**config.mk**
```make
export PLATFORM = sky130hd
export DESIGN_NAME = settings_bus_demux_flat
export DESIGN_NICKNAME = d
export VERILOG_FILES = /design/src/rtl/settings_bus_demux_if.sv /design/src/rtl/settings_bus_demux.sv /design/src/flat_wrapper.sv
export SDC_FILE = /design/constraint.sdc
export NUM_CORES = 1
export LEC_CHECK = 0
export ABC_CLOCK_PERIOD_IN_PS = 3100
export BUFFER_PORTS_ARGS = -buffer_cell sky130_fd_sc_hd__buf_2
export CAP_MARGIN = 10
export CORE_UTILIZATION = 60
export CTS_BUF_LIST = sky130_fd_sc_hd__clkbuf_8
export CTS_CLUSTER_DIAMETER = 150
export DETAILED_ROUTE_END_ITERATION = 10
export PLACE_DENSITY = 0.85
export SYNTH_ARGS = -nofsm -noshare
export SYNTH_HDL_FRONTEND = slang
export SYNTH_SLANG_ARGS = --single-unit
```
**constraint.sdc**
```tcl
create_clock -name clk -period 3.1 [get_ports clk]
set_clock_uncertainty 0.2 [all_clocks]
set_input_delay 0.31 -clock clk [delete_from_list [all_inputs] [get_ports clk]]
set_output_delay 0.31 -clock clk [all_outputs]
set_load 0.03 [all_outputs]
```
**src/rtl/settings_bus_demux_if.sv**
```systemverilog
// Settings-bus demux port bundle: one upstream write bus plus NUM_BUSES downstream buses.
// master = host/test side driving writes and consumer readies; slave = the demux.
interface settings_bus_demux_if #(
  parameter int AWIDTH    = 8,
  parameter int DWIDTH    = 32,
  parameter int SEL_WIDTH = 1,
  parameter int NUM_BUSES = 2
);
  logic                                      in_set_stb;
  logic [AWIDTH-1:0]                         in_set_addr;
  logic [DWIDTH-1:0]                         in_set_data;
  logic                                      in_set_ready;
  logic [NUM_BUSES-1:0]                      out_set_stb;
  logic [NUM_BUSES*(AWIDTH-SEL_WIDTH)-1:0]   out_set_addr;
  logic [NUM_BUSES*DWIDTH-1:0]               out_set_data;
  logic [NUM_BUSES-1:0]                      out_set_ready;
  logic [15:0]                               drop_count;

  modport master (
    output in_set_stb, in_set_addr, in_set_data, out_set_ready,
    input  in_set_ready, out_set_stb, out_set_addr, out_set_data, drop_count
  );

  modport slave (
    input  in_set_stb, in_set_addr, in_set_data, out_set_ready,
    output in_set_ready, out_set_stb, out_set_addr, out_set_data, drop_count
  );
endinterface

```
**src/rtl/settings_bus_demux.sv**
```systemverilog
// Settings-bus demux: routes each write by its upper SEL_WIDTH address bits into a 2-deep per-port FIFO.
// Optional macro SETTINGS_DEMUX_DROP_CNT_EN adds a saturating counter of unmapped writes on drop_count.
module settings_bus_demux #(
  parameter int AWIDTH    = 8,
  parameter int DWIDTH    = 32,
  parameter int SEL_WIDTH = 1,
  parameter int NUM_BUSES = 2
) (
  input  logic                 clk,
  input  logic                 rst_n,
  settings_bus_demux_if.slave  bus
);
  localparam int OAW = AWIDTH - SEL_WIDTH;

  logic [SEL_WIDTH-1:0]          sel;
  logic [OAW-1:0]                strip_addr;
  logic                          mapped;
  logic                          in_rdy;
  logic                          accept;
  logic                          rdy_en_q;
  logic [NUM_BUSES-1:0]          hit;
  logic [NUM_BUSES-1:0]          full;
  logic [NUM_BUSES-1:0]          nonempty;
  logic [OAW-1:0]                head_addr [NUM_BUSES];
  logic [DWIDTH-1:0]             head_data [NUM_BUSES];
  logic [NUM_BUSES*OAW-1:0]      out_addr;
  logic [NUM_BUSES*DWIDTH-1:0]   out_data;

  assign sel        = bus.in_set_addr[AWIDTH-1 -: SEL_WIDTH];
  assign strip_addr = bus.in_set_addr[OAW-1:0];
  // A write is mapped exactly when one of the implemented ports decodes it.
  assign mapped     = |hit;
  assign in_rdy     = rdy_en_q & (~mapped | ~(|(hit & full)));
  assign accept     = bus.in_set_stb & in_rdy;

  assign bus.in_set_ready = in_rdy;
  assign bus.out_set_stb  = nonempty;
  assign bus.out_set_addr = out_addr;
  assign bus.out_set_data = out_data;

  always_ff @(posedge clk or negedge rst_n) begin
    if (!rst_n) begin
      rdy_en_q <= 1'b0;
    end else begin
      rdy_en_q <= 1'b1;
    end
  end

  for (genvar g = 0; g < NUM_BUSES; g++) begin : g_port
    localparam logic [SEL_WIDTH-1:0] IDX = SEL_WIDTH'(g);

    logic [OAW-1:0]    addr_mem_q [2];
    logic [DWIDTH-1:0] data_mem_q [2];
    logic              wr_ptr_q, wr_ptr_d;
    logic              rd_ptr_q, rd_ptr_d;
    logic [1:0]        cnt_q, cnt_d;
    logic              push, pop;

    assign hit[g]      = (sel == IDX);
    assign full[g]     = (cnt_q == 2'd2);
    assign nonempty[g] = (cnt_q != 2'd0);
    assign push        = accept & hit[g];
    assign pop         = nonempty[g] & bus.out_set_ready[g];

    always_comb begin
      wr_ptr_d = wr_ptr_q ^ push;
      rd_ptr_d = rd_ptr_q ^ pop;
      cnt_d    = cnt_q;
      if (push && !pop) begin
        cnt_d = cnt_q + 2'd1;
      end else if (pop && !push) begin
        cnt_d = cnt_q - 2'd1;
      end
    end

    always_ff @(posedge clk or negedge rst_n) begin
      if (!rst_n) begin
        wr_ptr_q      <= 1'b0;
        rd_ptr_q      <= 1'b0;
        cnt_q         <= 2'd0;
        addr_mem_q[0] <= '0;
        addr_mem_q[1] <= '0;
        data_mem_q[0] <= '0;
        data_mem_q[1] <= '0;
      end else begin
        wr_ptr_q <= wr_ptr_d;
        rd_ptr_q <= rd_ptr_d;
        cnt_q    <= cnt_d;
        if (push) begin
          addr_mem_q[wr_ptr_q] <= strip_addr;
          data_mem_q[wr_ptr_q] <= bus.in_set_data;
        end
      end
    end

    assign head_addr[g] = addr_mem_q[rd_ptr_q];
    assign head_data[g] = data_mem_q[rd_ptr_q];
  end

  always_comb begin
    out_addr = '0;
    out_data = '0;
    for (int i = 0; i < NUM_BUSES; i++) begin
      out_addr[i*OAW +: OAW]       = head_addr[i];
      out_data[i*DWIDTH +: DWIDTH] = head_data[i];
    end
  end

`ifdef SETTINGS_DEMUX_DROP_CNT_EN
  logic [15:0] drop_q, drop_d;

  always_comb begin
    drop_d = drop_q;
    if (accept && !mapped && drop_q != 16'hFFFF) begin
      drop_d = drop_q + 16'd1;
    end
  end

  always_ff @(posedge clk or negedge rst_n) begin
    if (!rst_n) begin
      drop_q <= 16'd0;
    end else begin
      drop_q <= drop_d;
    end
  end

  assign bus.drop_count = drop_q;
`else
  assign bus.drop_count = 16'd0;
`endif

endmodule

```
**src/flat_wrapper.sv**
```systemverilog
// flat-port wrapper written by rule: the top's interface ports become plain ports
module settings_bus_demux_flat 
#(
  parameter int AWIDTH    = 8,
  parameter int DWIDTH    = 32,
  parameter int SEL_WIDTH = 1,
  parameter int NUM_BUSES = 2
)
  (clk, rst_n, bus_in_set_stb, bus_in_set_addr, bus_in_set_data, bus_out_set_ready, bus_in_set_ready, bus_out_set_stb, bus_out_set_addr, bus_out_set_data, bus_drop_count);
  settings_bus_demux_if #(.AWIDTH(AWIDTH), .DWIDTH(DWIDTH), .SEL_WIDTH(SEL_WIDTH), .NUM_BUSES(NUM_BUSES)) bus_i ();
  input  logic clk;
  input  logic rst_n;
  input wire logic [$bits(bus_i.in_set_stb)-1:0] bus_in_set_stb;
  input wire logic [$bits(bus_i.in_set_addr)-1:0] bus_in_set_addr;
  input wire logic [$bits(bus_i.in_set_data)-1:0] bus_in_set_data;
  input wire logic [$bits(bus_i.out_set_ready)-1:0] bus_out_set_ready;
  output wire logic [$bits(bus_i.in_set_ready)-1:0] bus_in_set_ready;
  output wire logic [$bits(bus_i.out_set_stb)-1:0] bus_out_set_stb;
  output wire logic [$bits(bus_i.out_set_addr)-1:0] bus_out_set_addr;
  output wire logic [$bits(bus_i.out_set_data)-1:0] bus_out_set_data;
  output wire logic [$bits(bus_i.drop_count)-1:0] bus_drop_count;
  assign bus_i.in_set_stb = bus_in_set_stb;
  assign bus_i.in_set_addr = bus_in_set_addr;
  assign bus_i.in_set_data = bus_in_set_data;
  assign bus_i.out_set_ready = bus_out_set_ready;
  assign bus_in_set_ready = bus_i.in_set_ready;
  assign bus_out_set_stb = bus_i.out_set_stb;
  assign bus_out_set_addr = bus_i.out_set_addr;
  assign bus_out_set_data = bus_i.out_set_data;
  assign bus_drop_count = bus_i.drop_count;
  settings_bus_demux #(.AWIDTH(AWIDTH), .DWIDTH(DWIDTH), .SEL_WIDTH(SEL_WIDTH), .NUM_BUSES(NUM_BUSES)) u_core (.clk(clk), .rst_n(rst_n), .bus(bus_i));
endmodule
```
==> results of run 1 <==
[cell families (layout without fill, tap and decap cells)]
kind of cell / count (synthesis) / after routing / share of synthesized area (%)
muxes: 234 / 234 / 37.1
DFF: 165 / 165 / 55.1
buffers and inverters: 45 / 213 / 4.86
and+or+nand+nor: 12 / 12 / 0.768
xor gates and xnor gates: 8 / 8 / 0.934
adders and majority gates: 6 / 6 / 1.00
other: 2 / 17 / 0.100
AOI/OAI and AO/OA: 1 / 1 / 0.133
[state kept, by name, indices dropped and copies added, names as in the netlist]
name,flops
u_core.g_port.rd_ptr_q,2
u_core.g_port.cnt_q,4
u_core.g_port.addr_mem_q,28
u_core.g_port.wr_ptr_q,2
u_core.g_port.data_mem_q,128
u_core.rdy_en_q,1
[critical path, cell delays in order, from the launching register on]
cell and delay [ns]:
dfrtp_2 0.86, buf_4 0.30, mux2_2 0.36, buf_2 0.18
[layer usage]
layer	vias up	global-route usage, %
met5	-	0
met4	0	7.27
met3	20	6.64
met2	116	41.8
met1	2253	33.6
li1	1982	-
[through the flow]
step	cells	hold WS, ns
after floorplan	488	-0.186
after global placement	751	0.166
after detailed placement	751	0.172
after CTS	824	0.249
after global routing	824	0.262
final	824	0.259
[cells in the final DEF (no fill, tap or decap), drive strengths merged]
cell type | netlist | routed
inv | 5 | 7
nor2b | 1 | 1
nand2 | 4 | 4
nor3 | 1 | 1
conb | 2 | 17
xor2 | 3 | 3
dfrtp | 165 | 165
buf | 40 | 135
mux2 | 234 | 234
ha | 6 | 6
or2 | 2 | 2
nor3b | 1 | 1
clkinv | 0 | 1
o311a | 1 | 1
nor2 | 3 | 3
clkbuf | 0 | 28
xnor2 | 5 | 5
dlygate4sd3 | 0 | 42
[area by class of cell]
cell class	instances	area, um^2	area share [%]
sequential	165	4130	45.8
multi-input combinational	278	3070	34.1
timing repair buffer	177	1190	13.2
clock buffer	28	385	4.27
tap	168	210	2.33
inverter	5	18.8	0.208
clock inverter	3	12.5	0.139
[report_power, final]
part / internal, mW / total, mW / leakage [nW] / switching, mW
Combinational: 2.38 / 5.16 / 1.99 / 2.79
Clock: 0.782 / 1.49 / 0.216 / 0.709
Sequential: 3.22 / 3.94 / 1.99 / 0.717
[final timing paths]
check | slack (ns) | start | end
worst max-delay path | 0.45 | u_core.g_port[1].rd_ptr_q | bus_out_set_data[34]
worst min-delay path | 0.26 | rst_n | u_core.g_port[1].addr_mem_q[11]
worst max register to register | 0.64 | u_core.g_port[0].cnt_q[1] | u_core.g_port[0].data_mem_q[16]
worst min register to register | 0.30 | u_core.g_port[1].cnt_q[1] | u_core.g_port[1].cnt_q[1]
max in group asynchronous | 1.56 | rst_n | u_core.g_port[0].addr_mem_q[13]
min in group clk | 0.29 | bus_in_set_addr[7] | u_core.g_port[0].wr_ptr_q
==> impl_metrics.json, run 1 <==
{
  "clkSinkCount": 165,
  "status": "complete, no violations",
  "yosysMostFrequentCell": "mux2_2",
  "drt_wl_total_mm": 15.1,
  "cts-root-buf": "clkbuf_8",
  "synth_cell_types": 19,
  "syn_area_mm2": 0.00750,
  "grt_pass1_vias": 4846,
  "fmax_mhz": 378,
  "num-fill-cells": 771,
  "top_layer_used": "met4",
  "gp_congestion": 0.764,
  "p_leak_nw": 4.20,
  "crit_fanout": 29,
  "ys_seq_area_share_pct": 55.1,
  "dieWidth_um": 114,
  "post_dp_cell_area_mm2": 0.00820,
  "overflow": 0,
  "final_nets": 695,
  "yosys-top-cells-count": "mux2_2 (194), dfrtp_1 (165), mux2_4 (40)",
  "wl_met3_um": 716,
  "area_delta_synth_final_pct": 20.3,
  "powerDensity_mw_per_mm2": 1170,
  "clk_latency_ns": 0.44,
  "dr.pass1.iters": 4,
  "finalMaxSlewViolations": 0,
  "power_mw": 10.6,
  "cp-end-kind": "primary output",
  "finish.utilization_pct": 74.5,
  "antennaDiodeCount": 0,
  "cts_setup_buffers": 0,
  "wl_met2_mm": 7.63,
  "vias_per_cell": 5.30,
  "pre_cts_ws_ns": 0.640,
  "grt_pass1_wl_mm": 24.9,
  "ys_ff_latch": 165,
  "clk_pin_slew_ns": 0.07,
  "avgSynthCellArea_um2": 15.9,
  "ys.flop_type": "dfrtp_1",
  "antenna_found_initial": 0,
  "wl_per_cell_um": 18.4,
  "ctsResizeCount": 0,
  "synth_edf_count": 0,
  "drc": 0,
  "cap_violations": 0,
  "ys_top_cells_by_area": "dfrtp_1 (55%), mux2_2 (29%), mux2_4 (8.0%)",
  "min_path_type": "input pin to asynchronous set/reset pin",
  "drt_iter0_drc": 217,
  "hpwl_mm": 9.89,
  "io_pins": 142,
  "wl_met1_mm": 6.59,
  "row_count": 40,
  "peakVddDrop_v": 0.000778,
  "final_hold_viol_count": 0,
  "period_share_pct": 85.4,
  "setup-tns-final_ns": 0,
  "critical_path_class": "flip-flop to primary output",
  "layout-drive-gt1-share_pct": 61.7,
  "grtUsageTotal_pct": 25.4,
  "startpoint_type": "flip-flop",
  "critical_path_required_ns": 2.59,
  "synth.top_cell.area_share_pct": 55.1,
  "ys_warn_count": 0,
  "worst_slack_ns": 0.452,
  "fp.dieH_um": 114,
  "cts_tree": "yes",
  "final_area_mm2": 0.00902,
  "rsz0062_at_grt": "no",
  "synthCells": 473,
  "portBuffers": 125,
  "grt_max_degree": 74,
  "postRouteAntennaNets": 0,
  "fp.coreArea_mm2": 0.0121,
  "rr_worst_depth": 6,
  "htreeDepth": 4,
  "worstMarginPinSlew_ns": 0.754,
  "ctsHoldBuffers": 42,
  "initial_core_util_pct": 61.9,
  "slew_headroom_pct": 49.7,
  "crit_arrival_ns": 2.14,
  "cts_buffers": 17,
  "num_vias": 4371,
  "synth_top_area_cell": "dfrtp_1",
  "finalSetupViolations": 0,
  "die-area_mm2": 0.0129,
  "clock_path_buffers": 2,
  "async_flop_share_pct": 100,
  "period_minus_slack_ns": 2.65
}
Note: power is estimated with default switching activity, not from simulation.
==> inputs of run 2 (changes only) <==
--- a/config.mk
+++ b/config.mk
@@ -8,11 +8,13 @@
 export ABC_CLOCK_PERIOD_IN_PS = 3100
 export BUFFER_PORTS_ARGS = -buffer_cell sky130_fd_sc_hd__buf_2
 export CAP_MARGIN = 10
+export CORE_ASPECT_RATIO = 0.6
 export CORE_UTILIZATION = 60
 export CTS_BUF_LIST = sky130_fd_sc_hd__clkbuf_8
 export CTS_CLUSTER_DIAMETER = 150
 export DETAILED_ROUTE_END_ITERATION = 10
 export PLACE_DENSITY = 0.85
+export SLEW_MARGIN = 40
 export SYNTH_ARGS = -nofsm -noshare
 export SYNTH_HDL_FRONTEND = slang
 export SYNTH_SLANG_ARGS = --single-unit
==> run 2 against run 1 <==
Register-to-register slack got worse by 0.03 ns; final cell count decreased by 0.24%; non-clock buffer count unchanged; critical path type unchanged.
==> impl_metrics.json, run 2 (same netlist as run 1, synthesis figures left out) <==
{
  "p_sw_share_pct": 40.5,
  "power_mw": 10.7,
  "gp_congestion": 0.755,
  "initial_core_util_pct": 62.0,
  "rr_endpoint": "u_core.g_port[0].data_mem_q[45]",
  "crit_path_end": "bus_out_set_data[29]",
  "reg_top3": "u_core.g_port.data_mem_q: 128 flops, u_core.g_port.addr_mem_q: 28 flops, u_core.g_port.cnt_q: 4 flops",
  "grtUsageTotal_pct": 25.4,
  "p_leak_nw": 4.18,
  "worstMarginPinSlew_ns": 0.683,
  "combPwrFrac_pct": 48.8,
  "most-common-layout-cells": "mux2_2 (194), dfrtp_1 (163), buf_2 (124), dlygate4sd3_1 (42), mux2_4 (40)",
  "pre_cts_ws_ns": 0.637,
  "final_area_mm2": 0.00902,
  "dieWidth_um": 146,
  "ctsResizeCount": 0,
  "seqCellArea_mm2": 0.00413,
  "r2r_start": "u_core.g_port[0].cnt_q[1]",
  "largest_reg_flops": 128,
  "area_delta_synth_final_pct": 20.3,
  "finalSetupViolations": 0,
  "num_vias": 4400,
  "startpoint": "u_core.g_port[0].rd_ptr_q",
  "layout-drive-gt1-share_pct": 61.9,
  "grt_pass1_vias": 4684,
  "slew_headroom_pct": 54.4,
  "powerDensity_mw_per_mm2": 1190,
  "die-area_mm2": 0.0130,
  "cts_buffers": 17,
  "regMostFlops": "u_core.g_port.data_mem_q",
  "fp.coreArea_mm2": 0.0121,
  "internal_power_mw": 6.37,
  "startpoint_type": "flip-flop",
  "critical_path_required_ns": 2.59,
  "clkSinkCount": 165,
  "cts_setup_buffers": 0,
  "period_minus_slack_ns": 2.61,
  "row_count": 31,
  "slowest_stage": "dfrtp_2",
  "finalMaxSlewViolations": 0,
  "clk_latency_ns": 0.43,
  "final_hold_viol_count": 0,
  "min_path_type": "input pin to flip-flop",
  "worst_slack_ns": 0.494,
  "postRouteAntennaNets": 0,
  "post_dp_cell_area_mm2": 0.00820,
  "rr_worst_depth": 6,
  "portBuffers": 125,
  "drc": 0,
  "critPathMaxStageDelay_ns": 0.76,
  "status": "complete, no violations",
  "num-fill-cells": 815,
  "antennaDiodeCount": 0,
  "clock_power_share_pct": 14.5,
  "grt_use_met3_pct": 5.77,
  "period_share_pct": 84.1,
  "peakVddDrop_v": 0.000722,
  "io_pins": 142,
  "grt_max_degree": 78,
  "drt_iter0_drc": 194,
  "htreeDepth": 4,
  "antenna_found_initial": 0,
  "hpwl_mm": 10.1,
  "cp-end-kind": "primary output",
  "cts-root-buf": "clkbuf_8",
  "cap_violations": 0,
  "setup-tns-final_ns": 0,
  "vias_per_cell": 5.35,
  "clk_pin_slew_ns": 0.08,
  "p_sw_mw": 4.34,
  "use_met2_pct": 41.4,
  "crit_fanout": 23,
  "final_nets": 695,
  "crit_arrival_ns": 2.10,
  "rsz0062_at_grt": "no",
  "dr.pass1.iters": 4,
  "fmax_mhz": 384,
  "clock_path_buffers": 2,
  "critical_path_class": "flip-flop to primary output",
  "wl_per_cell_um": 18.9,
  "gr-usage-met1_pct": 35.0,
  "cp_cell_sequence": "buf_4 > mux2_2 > buf_2",
  "multi_input_area_mm2": 0.00307,
  "r2r_setup_slack_ns": 0.61,
  "grt-busiest-layer": "met2",
  "final_common_cell": "mux2_2",
  "grt_pass1_wl_mm": 24.8,
  "power_frac_seq_pct": 36.7,
  "fp.dieH_um": 88.6,
  "cts_tree": "yes",
  "overflow": 0,
  "drt_wl_total_mm": 15.5
}
[run 2: changes by cell type in the layout (fill, tap and decap cells not counted)]
| cell | previous run | this run |
|---|---|---|
| clkbuf_8 | 28 | 20 |
| clkinvlp_4 | 0 | 5 |
| bufinv_16 | 0 | 2 |
| clkinv_2 | 1 | 2 |
| clkinv_4 | 0 | 1 |
| inv_1 | 7 | 6 |
| inv_6 | 0 | 1 |
[run 2: routing by layer]
metal	wire length [um]	up-vias
met4	85	0
met2	7310	100
met1	7440	2314
met5	0	-
li1	-	1977
met3	681	9
[run 2: cell type report]
cell class / instances / share of cell area [%]
inverters: 5 / 0.208
clock buffers: 20 / 3.05
repair buffers: 177 / 13.2
well taps: 165 / 2.29
multi-input cells: 278 / 34.0
clock inverters: 12 / 1.43
flip-flops and latches: 165 / 45.8
[run 2: worst min path at each step]
| stage | cells after the start | endpoint | from |
|---|---|---|---|
| 2_1_floorplan | 0 | u_core.g_port[0].addr_mem_q[0] | rst_n |
| 3_3_place_gp | 1 | u_core.g_port[1].addr_mem_q[9] | rst_n |
| 3_5_place_dp | 1 | u_core.g_port[0].addr_mem_q[9] | rst_n |
| 4_1_cts | 4 | u_core.g_port[0].wr_ptr_q | bus_in_set_addr[7] |
| 5_1_grt | 4 | u_core.g_port[0].wr_ptr_q | bus_in_set_addr[7] |
| 6_report | 4 | u_core.g_port[0].wr_ptr_q | bus_in_set_addr[7] |
[run 2: stage by stage]
stage / hold slack (ns) / utilization, % / cells
2_1_floorplan: -0.186 / - / 488
3_3_place_gp: 0.169 / 67.7 / 748
3_5_place_dp: 0.179 / 67.7 / 748
4_1_cts: 0.236 / 74.6 / 822
5_1_grt: 0.248 / 74.6 / 822
6_report: 0.255 / 74.6 / 822
[run 2: power groups by stage]
stage	registers [mW]	clock network (mW)	logic, mW
after detailed placement	3.95	0	5.19
after CTS	3.93	1.58	5.26
after global routing	4.06	1.67	5.52
after floorplan	3.61	0	4.18
after global placement	3.85	0	5.08
final	3.93	1.55	5.22
[run 2: repair_timing]
item	4_1_cts	5_1_grt
hold buffers	42	0
setup endpoints to repair	0	0
hold endpoints to repair	233	0
[run 2: critical path: cells and delay by family (launching register included)]
kind	cells	cell delay (ns)
flops	1	0.76
mux	1	0.38
buf+inv	2	0.51
